### src/rtl/seg7_scan.sv
// Two-digit multiplexed 7-segment scanner for an hour value (00..23).
//
// Parameters:
//   SCAN_DIV     clock cycles per digit slot (>= 2)
//   BLINK_FRAMES frames per blink half-period (>= 1)
//
// Ports:
//   clk        clock, all state updates on posedge
//   n_rst      asynchronous active-low reset
//   tens_place BCD tens digit (sampled once per frame)
//   ones_place BCD ones digit (sampled once per frame)
//   blank_lz   1 = suppress a leading zero in the tens digit
//   blink      1 = flash the display
//   seg        active-low segments, seg[0]=a .. seg[6]=g
//   dig        active-low digit enables, dig[0]=ones, dig[1]=tens
//   frame      one-cycle pulse in the cycle a new snapshot is taken
//
// All outputs are registers computed from the state (cnt, sel, shadow, phase) of the
// previous cycle, so the displayed slot boundaries trail the prescaler by one cycle.
module seg7_scan #(
  parameter int unsigned SCAN_DIV     = 1000,
  parameter int unsigned BLINK_FRAMES = 64
) (
  input  logic       clk,
  input  logic       n_rst,
  input  logic [1:0] tens_place,
  input  logic [3:0] ones_place,
  input  logic       blank_lz,
  input  logic       blink,
  output logic [6:0] seg,
  output logic [1:0] dig,
  output logic       frame
);

  localparam int unsigned CntW = $clog2(SCAN_DIV);
  localparam int unsigned FrW  = (BLINK_FRAMES > 1) ? $clog2(BLINK_FRAMES) : 1;

  localparam logic [6:0] SegDash = 7'h3F;
  localparam logic [6:0] SegOff  = 7'h7F;

  logic [CntW-1:0] cnt_q, cnt_d;
  logic            sel_q;
  logic [1:0]      tens_q;
  logic [3:0]      ones_q;
  logic            phase_q, phase_d;
  logic [FrW-1:0]  fcnt_q, fcnt_d;

  logic       tick;
  logic       snap;
  logic       over;
  logic       tens_dash;
  logic       ones_dash;
  logic       tens_blank;
  logic [6:0] seg_d;
  logic [1:0] dig_sel;
  logic [1:0] dig_d;

  function automatic logic [6:0] seg_code(input logic [3:0] v);
    logic [6:0] c;
    case (v)
      4'd0:    c = 7'h40;
      4'd1:    c = 7'h79;
      4'd2:    c = 7'h24;
      4'd3:    c = 7'h30;
      4'd4:    c = 7'h19;
      4'd5:    c = 7'h12;
      4'd6:    c = 7'h02;
      4'd7:    c = 7'h78;
      4'd8:    c = 7'h00;
      4'd9:    c = 7'h10;
      default: c = SegDash;
    endcase
    return c;
  endfunction

  assign tick = (cnt_q == CntW'(SCAN_DIV - 1));
  // Snapshot on the tick that wraps sel from tens (1) back to ones (0).
  assign snap = tick & sel_q;

  always_comb begin
    cnt_d = tick ? '0 : cnt_q + 1'b1;
  end

  // Blink phase: counts frame pulses while blink is held, cleared as soon as it drops.
  always_comb begin
    fcnt_d  = fcnt_q;
    phase_d = phase_q;
    if (!blink) begin
      fcnt_d  = '0;
      phase_d = 1'b0;
    end else if (snap) begin
      if (fcnt_q == FrW'(BLINK_FRAMES - 1)) begin
        fcnt_d  = '0;
        phase_d = ~phase_q;
      end else begin
        fcnt_d = fcnt_q + 1'b1;
      end
    end
  end

  // Digit decode from the shadow registers only.
  always_comb begin
    over       = (tens_q == 2'd2) && (ones_q >= 4'd4) && (ones_q <= 4'd9);
    ones_dash  = (ones_q > 4'd9) || over;
    tens_dash  = (tens_q == 2'd3) || over;
    tens_blank = blank_lz && (tens_q == 2'd0);

    if (sel_q) begin
      if (tens_blank) begin
        seg_d   = SegOff;
        dig_sel = 2'b11;
      end else begin
        seg_d   = tens_dash ? SegDash : seg_code({2'b00, tens_q});
        dig_sel = 2'b01;
      end
    end else begin
      seg_d   = ones_dash ? SegDash : seg_code(ones_q);
      dig_sel = 2'b10;
    end

    // Ghost guard on the first cycle of each slot, and dark half of the blink.
    if ((cnt_q == '0) || (blink && phase_q)) begin
      dig_d = 2'b11;
    end else begin
      dig_d = dig_sel;
    end
  end

  always_ff @(posedge clk or negedge n_rst) begin
    if (!n_rst) begin
      cnt_q   <= '0;
      sel_q   <= 1'b0;
      tens_q  <= 2'd0;
      ones_q  <= 4'd0;
      phase_q <= 1'b0;
      fcnt_q  <= '0;
      seg     <= SegOff;
      dig     <= 2'b11;
      frame   <= 1'b0;
    end else begin
      cnt_q   <= cnt_d;
      phase_q <= phase_d;
      fcnt_q  <= fcnt_d;
      if (tick) begin
        sel_q <= ~sel_q;
      end
      if (snap) begin
        tens_q <= tens_place;
        ones_q <= ones_place;
      end
      seg   <= seg_d;
      dig   <= dig_d;
      frame <= snap;
    end
  end

endmodule

### config.mk
export PLATFORM = sky130hd
export DESIGN_NAME = seg7_scan
export DESIGN_NICKNAME = d
export VERILOG_FILES = /design/src/rtl/seg7_scan.sv
export SDC_FILE = /design/constraint.sdc
export NUM_CORES = 1
export LEC_CHECK = 0
export BUFFER_PORTS_ARGS = -buffer_cell sky130_fd_sc_hd__buf_4
export CAP_MARGIN = 10
export CELL_PAD_IN_SITES_DETAIL_PLACEMENT = 1
export CELL_PAD_IN_SITES_GLOBAL_PLACEMENT = 2
export CORE_ASPECT_RATIO = 0.75
export CORE_MARGIN = 1
export CORE_UTILIZATION = 38
export CTS_BUF_LIST = sky130_fd_sc_hd__clkbuf_8
export CTS_CLUSTER_SIZE = 40
export DETAILED_ROUTE_END_ITERATION = 16
export PLACE_DENSITY = 0.88
export SLEW_MARGIN = 10
export SYNTH_ARGS = -nofsm -noshare
export SYNTH_HDL_FRONTEND = slang
export SYNTH_SLANG_ARGS = --single-unit
### constraint.sdc
create_clock -name clk -period 2.3 [get_ports clk]
set_clock_uncertainty 0.05 [all_clocks]
set_input_delay 0.23 -clock clk [delete_from_list [all_inputs] [get_ports clk]]
set_output_delay 0.23 -clock clk [all_outputs]
set_load 0.1 [all_outputs]
# [Word-level counts from Yosys, hierarchy flattened]
# Memories as Yosys holds them, arrays and structs flattened.
# Cells that the tools add are included.
[word_totals] in_bits=10 latch_bits=0 ramBits=0 memories=1 reg_bits=34 mem_bits_ro=112
[mem_list] name="(no name shown)" depth=16 word_bits=7 read_ports=1 rd_clocked_by_memory_dff=0 wr=0 line="60" source="case (v)"
[classes] n_addsub=2 n_eq_ne=7 shifts=0 magnitude_cmp=3 n_mul=0 n_mux=15 reduce_logical=10 div=0 n_bitwise=3
[ops] operator="7-bit 2-to-1 mux" count=4
[ops] operator="7-bit case mux with 4 select lines" count=1
[ops] operator="6-bit 2-to-1 mux" count=3
[ops] operator="10-bit by 1-bit adder with 10-bit output, second input constant" count=1
[ops] operator="10-bit == test, second input constant" count=1
[ops] operator="10-bit zero test" count=1
[ops] operator="10-bit 2-to-1 mux" count=1
[ops] operator="6-bit by 1-bit adder with 6-bit output, second input constant" count=1
[ops] operator="6-bit == test, second input constant" count=1
[ops] operator="2-bit 2-to-1 mux" count=3
[ops] operator="2-bit == test, second input constant" count=2
[ops] operator="4-bit by 3-bit >= comparator with 1-bit output, second input constant" count=1
[ops] operator="4-bit > comparator, second input constant" count=1
[ops] operator="4-bit <= comparator, second input constant" count=1
[ops] operator="1-bit logical AND" count=4
[ops] operator="2-bit by 1-bit != test with 1-bit output, second input constant" count=2
[ops] operator="1-bit logical OR" count=3
[ops] operator="1-bit 2-to-1 mux" count=3
[ops] operator="2-bit by 1-bit == test with 1-bit output, second input constant" count=1
[ops] operator="2-bit zero test" count=1
[ops] operator="1-bit inverter" count=2
[ops] operator="2-bit AND reduction" count=1
[ops] operator="1-bit bitwise AND" count=1

# [Longest topological paths before layout]
# Gate-level depths: netlist of run 1.
[depth] depth_word=7 mapped_depth=7 mapped_depth_nobuf=6

# [Worst setup path after synthesis of run 1]
# Ideal clock, no wire load.
[synth_path] kind="flip-flop to flip-flop" startpoint="register cnt_q[0]" endpoint="register phase_q" n_path_buf=1 setup_ns=0.078 stages_incl_launch_ff=7 period_less_slack_ns=2.007 setup_slack_ns=0.293 arrival_ns=1.879 t_required_ns=2.172 cell_sequence="dfrtp_1 -> ha_1 -> nand4bb_4 -> or4_1 -> buf_2 -> or3_1 -> a21oi_1"
[synth_between] elab_chain_len=4
[synth_rtl] item="start, declared" line="41" source="logic [CntW-1:0] cnt_q, cnt_d;"
[synth_rtl] item="start signal, assigned" line="141" source="cnt_q <= cnt_d;"
[synth_rtl] item="10-bit == test" line="76" source="assign tick = (cnt_q == CntW'(SCAN_DIV - 1));"
[synth_rtl] item="1-bit bitwise AND" line="78" source="assign snap = tick & sel_q;"
[synth_rtl] item="2-bit by 1-bit != test with 1-bit output (no line)"
[synth_rtl] item="2-bit AND reduction (no line)"
[synth_rtl] item="end signal, assigned" line="142" source="phase_q <= phase_d;"
[synth_rtl] item="end, declared" line="45" source="logic phase_q, phase_d;"
# No other way between the ends.
# A chain may end at the register's enable or synchronous reset.

# [Worst setup path after layout of run 1]
# Same ends and word-level chain as after synthesis.

==> summary.txt, run 1 <==
GRT Overall Usage: 19.3%
Critical-path top delay cell: or4_1
CP required: 2470 ps
FFs w/ async S/R, synth: 100%
Initial DRC Count: 61
Worst Path Arrival: 2320 ps
DR vias/cell: 5.35
post-synth cell types: 36
most common cell after layout, fill and taps aside: dfrtp_1
Die H: 60.7 um
Die Width: 80.2 um
Comb pwr share: 3.0%
hpwl dp: 3.09 mm
I/O Buffers: 19
Peak Freq: 466 MHz
#FFs+latches synth: 34
setup ws final: 155 ps
Crit. End Element: flop
main flop type after synthesis: dfrtp_1
clk root buf: clkbuf_8
part of the Yosys area used for sequential elements: 49.5%
largest net degree at the start of global routing: 35
FILL cells: 473
# rows: 20
clk sinks: 34
most frequent cells in the layout: 25 x dfrtp_1, 19 x nand2_1, 19 x buf_4
# diodes: 0
Post-Route Setup TNS: 0 ps
CP cell instances: ha_2, nand4bb_4, or4_1, or3_1, a21oi_1
I/O pin count: 20
drt drc: 0
slew margin rel.: 60.2%
slew of the pin with the lowest slew margin: 594 ps
RSZ-0062 raised after global routing: no
Clock Tree Buf Depth: 2
GRT Residual Overflow: 0
initial antenna violation count: 0
Pleak: 0.881 nW
CTS tree: built
vias in the first global route: 1358
Yosys top cell area share: 35.9%
htree depth: 2
pre-CTS WS: 85.4 ps
Switch Pwr: 0.248 mW
switching share of power: 20.9%
routability cong.: 0.747
max capacitance violation total: 0
Detail Route Antenna Nets: 0
cts bufs inserted: 5
Mapped Cells: 182
Final Hold Vio Count: 0
crit path max fanout: 6
crit-path max cell delay: 620 ps
DR vias: 1390
post-synth top area cell: dfrtp_1
post-layout net count: 222
Final Setup Violations: 0
P&R area growth vs syn: 18.0%
internal power: 0.938 mW
CTS clk-pin slew, worst paths: 70 ps
crit-path leading delay family: simple AND/OR/NAND/NOR gates
Synthesis Warnings: 0
Core Box Area: 4230 um^2
Avg WL per Cell: 15.6 um
period utilisation layout: 93.3%
Final Max Tran Viols: 0
status: completed
Initial Util: 41.2%
crit path time final: 2150 ps
Worst-Skew Late Latency: 300 ps
sequential power share: 51.5%
Synth Net Count: 200
area of the mapped netlist: 1740 um^2
share of cells above drive strength 1: 21.0%
clock network power share: 45.5%
pwr dens: 576 nW/um^2
Buffers & Inverters on Critical Path: 0
WS Path Type: flop to flop
Post-Syn Area per Cell: 9.58 um^2
drt total wl: 4.05 mm
total iterations of the first detailed-routing run: 4
Area contributors post-synth: dfrtp_1 36%, dfstp_2 14%, ha_1 5.7%, nand3_1 4.3%, nand2_1 4.1%
global-route wire length before repair: 6.75 mm
die area: 4860 um^2
VDD IR-drop max: 0.000407 V
Post-synth EDFFs: 0
kind of start point of the critical path: flop
Hold WC Path Type: input port to flop
==> routing by layer <==
metal / up-vias / track usage, % / share of wire [%]
met4: 0 / 4.59 / 0.44
met5: - / 0 / 0
met1: 692 / 26.5 / 49
li1: 675 / - / -
met2: 21 / 28.6 / 47
met3: 2 / 8.12 / 3.8
==> final timing paths <==
| check | depth (start not counted) | to | slack (ps) | from |
|---|---|---|---|---|
| worst max-delay path | 5 | phase_q | 150 | cnt_q[0] |
| worst min-delay path | 3 | ones_q[3] | 80 | ones_place[3] |
| worst max register to register | 5 | phase_q | 150 | cnt_q[0] |
| worst min register to register | 1 | cnt_q[0] | 480 | cnt_q[0] |
| max in group asynchronous | 2 | seg[1] | 1510 | n_rst |
| min in group asynchronous | 2 | cnt_q[5] | 360 | n_rst |
==> tightest hold or removal path: cells and delay by family <==
family / cells / cell delay [ps]
simple gates: 1 / 30
compound gates: 1 / 60
buf+inv: 1 / 70
==> sequential cells by signal (all words and copies together), names as in the netlist <==
| name | cells |
|---|---|
| dig | 2 |
| sel_q | 1 |
| frame | 1 |
| seg | 7 |
| tens_q | 2 |
| cnt_q | 10 |
| ones_q | 4 |
| phase_q | 1 |
| fcnt_q | 6 |
==> power groups by stage <==
stage | Clock [mW] | Sequential (mW) | Combinational (mW)
2_1_floorplan | 0 | 0.620 | 0.00919
3_3_place_gp | 0 | 0.621 | 0.0336
3_5_place_dp | 0 | 0.622 | 0.0354
4_1_cts | 0.553 | 0.611 | 0.0368
5_1_grt | 0.582 | 0.612 | 0.0413
6_report | 0.539 | 0.611 | 0.0354
==> metrics by stage <==
stage | area (um^2) | total power, mW | utilization (%) | cells | hold WS [ps]
after floorplan | 1740 | 0.629 | - | 182 | -116
after global placement | 1930 | 0.654 | 45.7 | 251 | 142
after detailed placement | 1930 | 0.657 | 45.7 | 251 | 150
after CTS | 2050 | 1.20 | 48.5 | 260 | 75.3
after global routing | 2060 | 1.24 | 48.6 | 260 | 75.6
final | 2060 | 1.19 | 48.6 | 260 | 83.1
==> layout make-up <==
class | instances | area [um^2] | share of cell area, %
clock buffer | 5 | 68.8 | 3.35
clock inverter | 3 | 40.0 | 1.95
inverter | 14 | 56.3 | 2.74
multi-input combinational | 129 | 808 | 39.3
sequential | 34 | 862 | 41.9
tap | 55 | 68.8 | 3.35
timing repair buffer | 20 | 153 | 7.42
==> synthesized netlist by cell type (5+ instances only) <==
cell type,number
a21oi_1,8
dfrtp_1,25
dfstp_2,9
ha_1,8
inv_1,14
nand2_1,19
nand3_1,15
nor2_1,15
o21ai_0,10
xnor2_1,5
xor2_1,5
==> cells by family (layout without fill, tap and decap cells) <==
group	Yosys count	in the layout	share of synthesized area, %
multiplexers	1	1	0.646
buffers and inverters	19	42	4.31
AND/OR/NAND/NOR	79	79	24.0
flip-flops	34	34	49.5
AO/OA/AOI/OAI	31	31	10.8
adder cells (fa/ha/maj)	8	8	5.74
XOR/XNOR	10	10	5.02
==> repair_timing <==
| action | 4_1_cts | 5_1_grt |
|---|---|---|
| endpoints found under the setup margin | 0 | 2 |
| hold endpoints to repair | 25 | 0 |
| resized for setup | 0 | 2 |
| hold buffers | 1 | 0 |
| setup buffers | 0 | 0 |
No activity file was read; power rests on OpenSTA's default activity.
==> run 2: changes to the inputs <==
SETUP_SLACK_MARGIN = 0.3   (was not set)
==> summary.txt, run 2 (synthesized netlist as in run 1, its figures left out) <==
Comb pwr share: 3.2% (was 3.0%)
Final Setup Violations: 0 (unchanged)
CTS tree: built (unchanged)
Detail Route Antenna Nets: 0 (unchanged)
die area: 4860 um^2 (unchanged)
CP cell instances: ha_4, nand4bb_4, or4_4, or3_4, a21oi_2 (was ha_2, nand4bb_4, or4_1, or3_1, a21oi_1)
initial antenna violation count: 0 (unchanged)
worst hold path depth: 3 (unchanged)
Critical-path top delay cell: or4_4 (was or4_1)
CTS clk-pin slew, worst paths: 70 ps (about the same)
Crit. End Element: flop (unchanged)
status: completed (unchanged)
RSZ-0062 raised after global routing: no (unchanged)
total iterations of the first detailed-routing run: 4 (unchanged)
switching share of power: 22.0% (was 20.9%)
flop-to-flop setup slack: 310 ps (was 150 ps)
kind of start point of the critical path: flop (unchanged)
vias in the first global route: 1371 (was 1358)
cts bufs inserted: 5 (unchanged)
clk root buf: clkbuf_8 (unchanged)
GRT Residual Overflow: 0 (unchanged)
I/O Buffers: 19 (unchanged)
max reg flops: 10 (unchanged)
cells on worst reg2reg path: 5 (unchanged)
crit path max fanout: 5 (was 6)
VDD IR-drop max: 0.000321 V (was 0.000407 V)
routability cong.: 0.803 (was 0.747)
share of cells above drive strength 1: 25.6% (was 21.0%)
Hold WC Path Type: input port to flop (unchanged)
pwr dens: 519 nW/um^2 (was 576 nW/um^2)
Avg WL per Cell: 15.6 um (about the same)
Final Hold Vio Count: 0 (unchanged)
crit-path leading delay family: simple AND/OR/NAND/NOR gates (unchanged)
Peak Freq: 502 MHz (was 466 MHz)
Switch Pwr: 0.241 mW (was 0.248 mW)
clk sinks: 34 (unchanged)
Clock Tree Buf Depth: 2 (unchanged)
design area: 2110 um^2 (was 2060 um^2)
most frequent cells in the layout: 25 x buf_4, 23 x dfrtp_1, 19 x nand2_1 (was 25 x dfrtp_1, 19 x nand2_1, 19 x buf_4)
P&R area growth vs syn: 21.3% (was 18.0%)
CP required: 2470 ps (about the same)
Worst Path Arrival: 2160 ps (was 2320 ps)
Die H: 60.7 um (unchanged)
# diodes: 0 (unchanged)
global-route wire length before repair: 6.66 mm (was 6.75 mm)
Initial DRC Count: 50 (was 61)
sequential power share: 55.7% (was 51.5%)
GRT Overall Usage: 19.1% (was 19.3%)
htree depth: 2 (unchanged)
I/O pin count: 20 (unchanged)
Initial Util: 41.2% (unchanged)
Die Width: 80.2 um (unchanged)
biggest registers after layout: cnt_q x10, seg x7, fcnt_q x6 (unchanged)
Worst-Skew Late Latency: 290 ps (was 300 ps)
# rows: 20 (unchanged)
DR vias/cell: 5.39 (was 5.35)
slew of the pin with the lowest slew margin: 616 ps (was 594 ps)
internal power: 0.856 mW (was 0.938 mW)
drt drc: 0 (unchanged)
post-layout net count: 228 (was 222)
Core Box Area: 4230 um^2 (unchanged)
period utilisation layout: 86.6% (was 93.3%)
largest net degree at the start of global routing: 35 (unchanged)
clock network power share: 41.1% (was 45.5%)
Final Max Tran Viols: 0 (unchanged)
crit path time final: 1990 ps (was 2150 ps)
slew margin rel.: 58.7% (was 60.2%)
hpwl dp: 3.03 mm (was 3.09 mm)
Post-Route Setup TNS: 0 ps (unchanged)
Buffers & Inverters on Critical Path: 0 (unchanged)
Post-DP Area: 1930 um^2 (about the same)
Most flops, register: cnt_q (unchanged)
CP Depth: 5 (unchanged)
WS Path Type: flop to flop (unchanged)
crit-path max cell delay: 560 ps (was 620 ps)
Pleak: 0.910 nW (was 0.881 nW)
DR vias: 1435 (was 1390)
max capacitance violation total: 0 (unchanged)
drt total wl: 4.15 mm (was 4.05 mm)
most common cell after layout, fill and taps aside: buf_4 (was dfrtp_1)
[run 2: changes by cell type in the layout (fill, tap and decap cells not counted), moves of 2 or more]
cell and change:
buf_4 +6, dfrtp_1 -2, dfrtp_2 +2, or3_1 -2, or3_4 +2
[run 2: worst paths after layout]
kind,to,start
min in group asynchronous,sel_q,n_rst
max in group asynchronous,dig[1],n_rst
setup / recovery,phase_q,cnt_q[1]
setup reg to reg,phase_q,cnt_q[1]
hold reg to reg,cnt_q[0],cnt_q[0]
hold / removal,tens_q[0],tens_place[0]
[run 2: metrics by stage]
stage               instances  total power [mW]  hold slack [ps]  util (%)  setup slack [ps]
finish                    266              1.10             97.7      50.0               308
global route              266              1.14             84.0      50.0               262
CTS                       260              1.11             92.2      48.5               325
detailed placement        251             0.657              149      45.7               190
global placement          251             0.654              141      45.7               297
floorplan                 182             0.629             -116         -               333
[run 2: worst register-to-register path, stage by stage, from the launching register on]
cell       delay [ps]
dfrtp_1           430
ha_4              200
nand4bb_4         150
or4_4             560
or3_4             390
a21oi_2           150
[run 2: cell type report]
| class | count | area (um^2) |
|---|---|---|
| Clock buffer | 6 | 82.6 |
| Clock inverter | 2 | 8.76 |
| Fill cell | 491 | 2110 |
| Inverter | 14 | 56.3 |
| Multi-Input combinational cell | 129 | 836 |
| Sequential cell | 34 | 865 |
| Tap cell | 55 | 68.8 |
| Timing Repair Buffer | 26 | 198 |
[run 2: what timing repair did]
item | in CTS | in global routing
pin swaps | 0 | 4
endpoints found under the hold margin | 25 | 0
gates resized for setup | 3 | 5
endpoints found under the setup margin | 4 | 8
buffers inserted | 0 | 6
hold buffers | 1 | 0
[run 2: per-layer routing]
metal | wire length (um) | up-vias | global-route usage [%] | part of all wire [%]
met5 | 0 | - | 0 | 0
met4 | 76 | 0 | 8.67 | 1.8
met3 | 164 | 9 | 5.41 | 4.0
met2 | 1860 | 30 | 29.1 | 45
met1 | 2050 | 712 | 25.6 | 49
li1 | - | 684 | - | -
[run 2: power by group through the flow]
stage / sequential (mW) / combinational [mW] / clock [mW]
finish: 0.611 / 0.0351 / 0.451
global route: 0.612 / 0.0403 / 0.490
CTS: 0.611 / 0.0366 / 0.459
detailed placement: 0.622 / 0.0352 / 0
global placement: 0.621 / 0.0335 / 0
floorplan: 0.620 / 0.00919 / 0
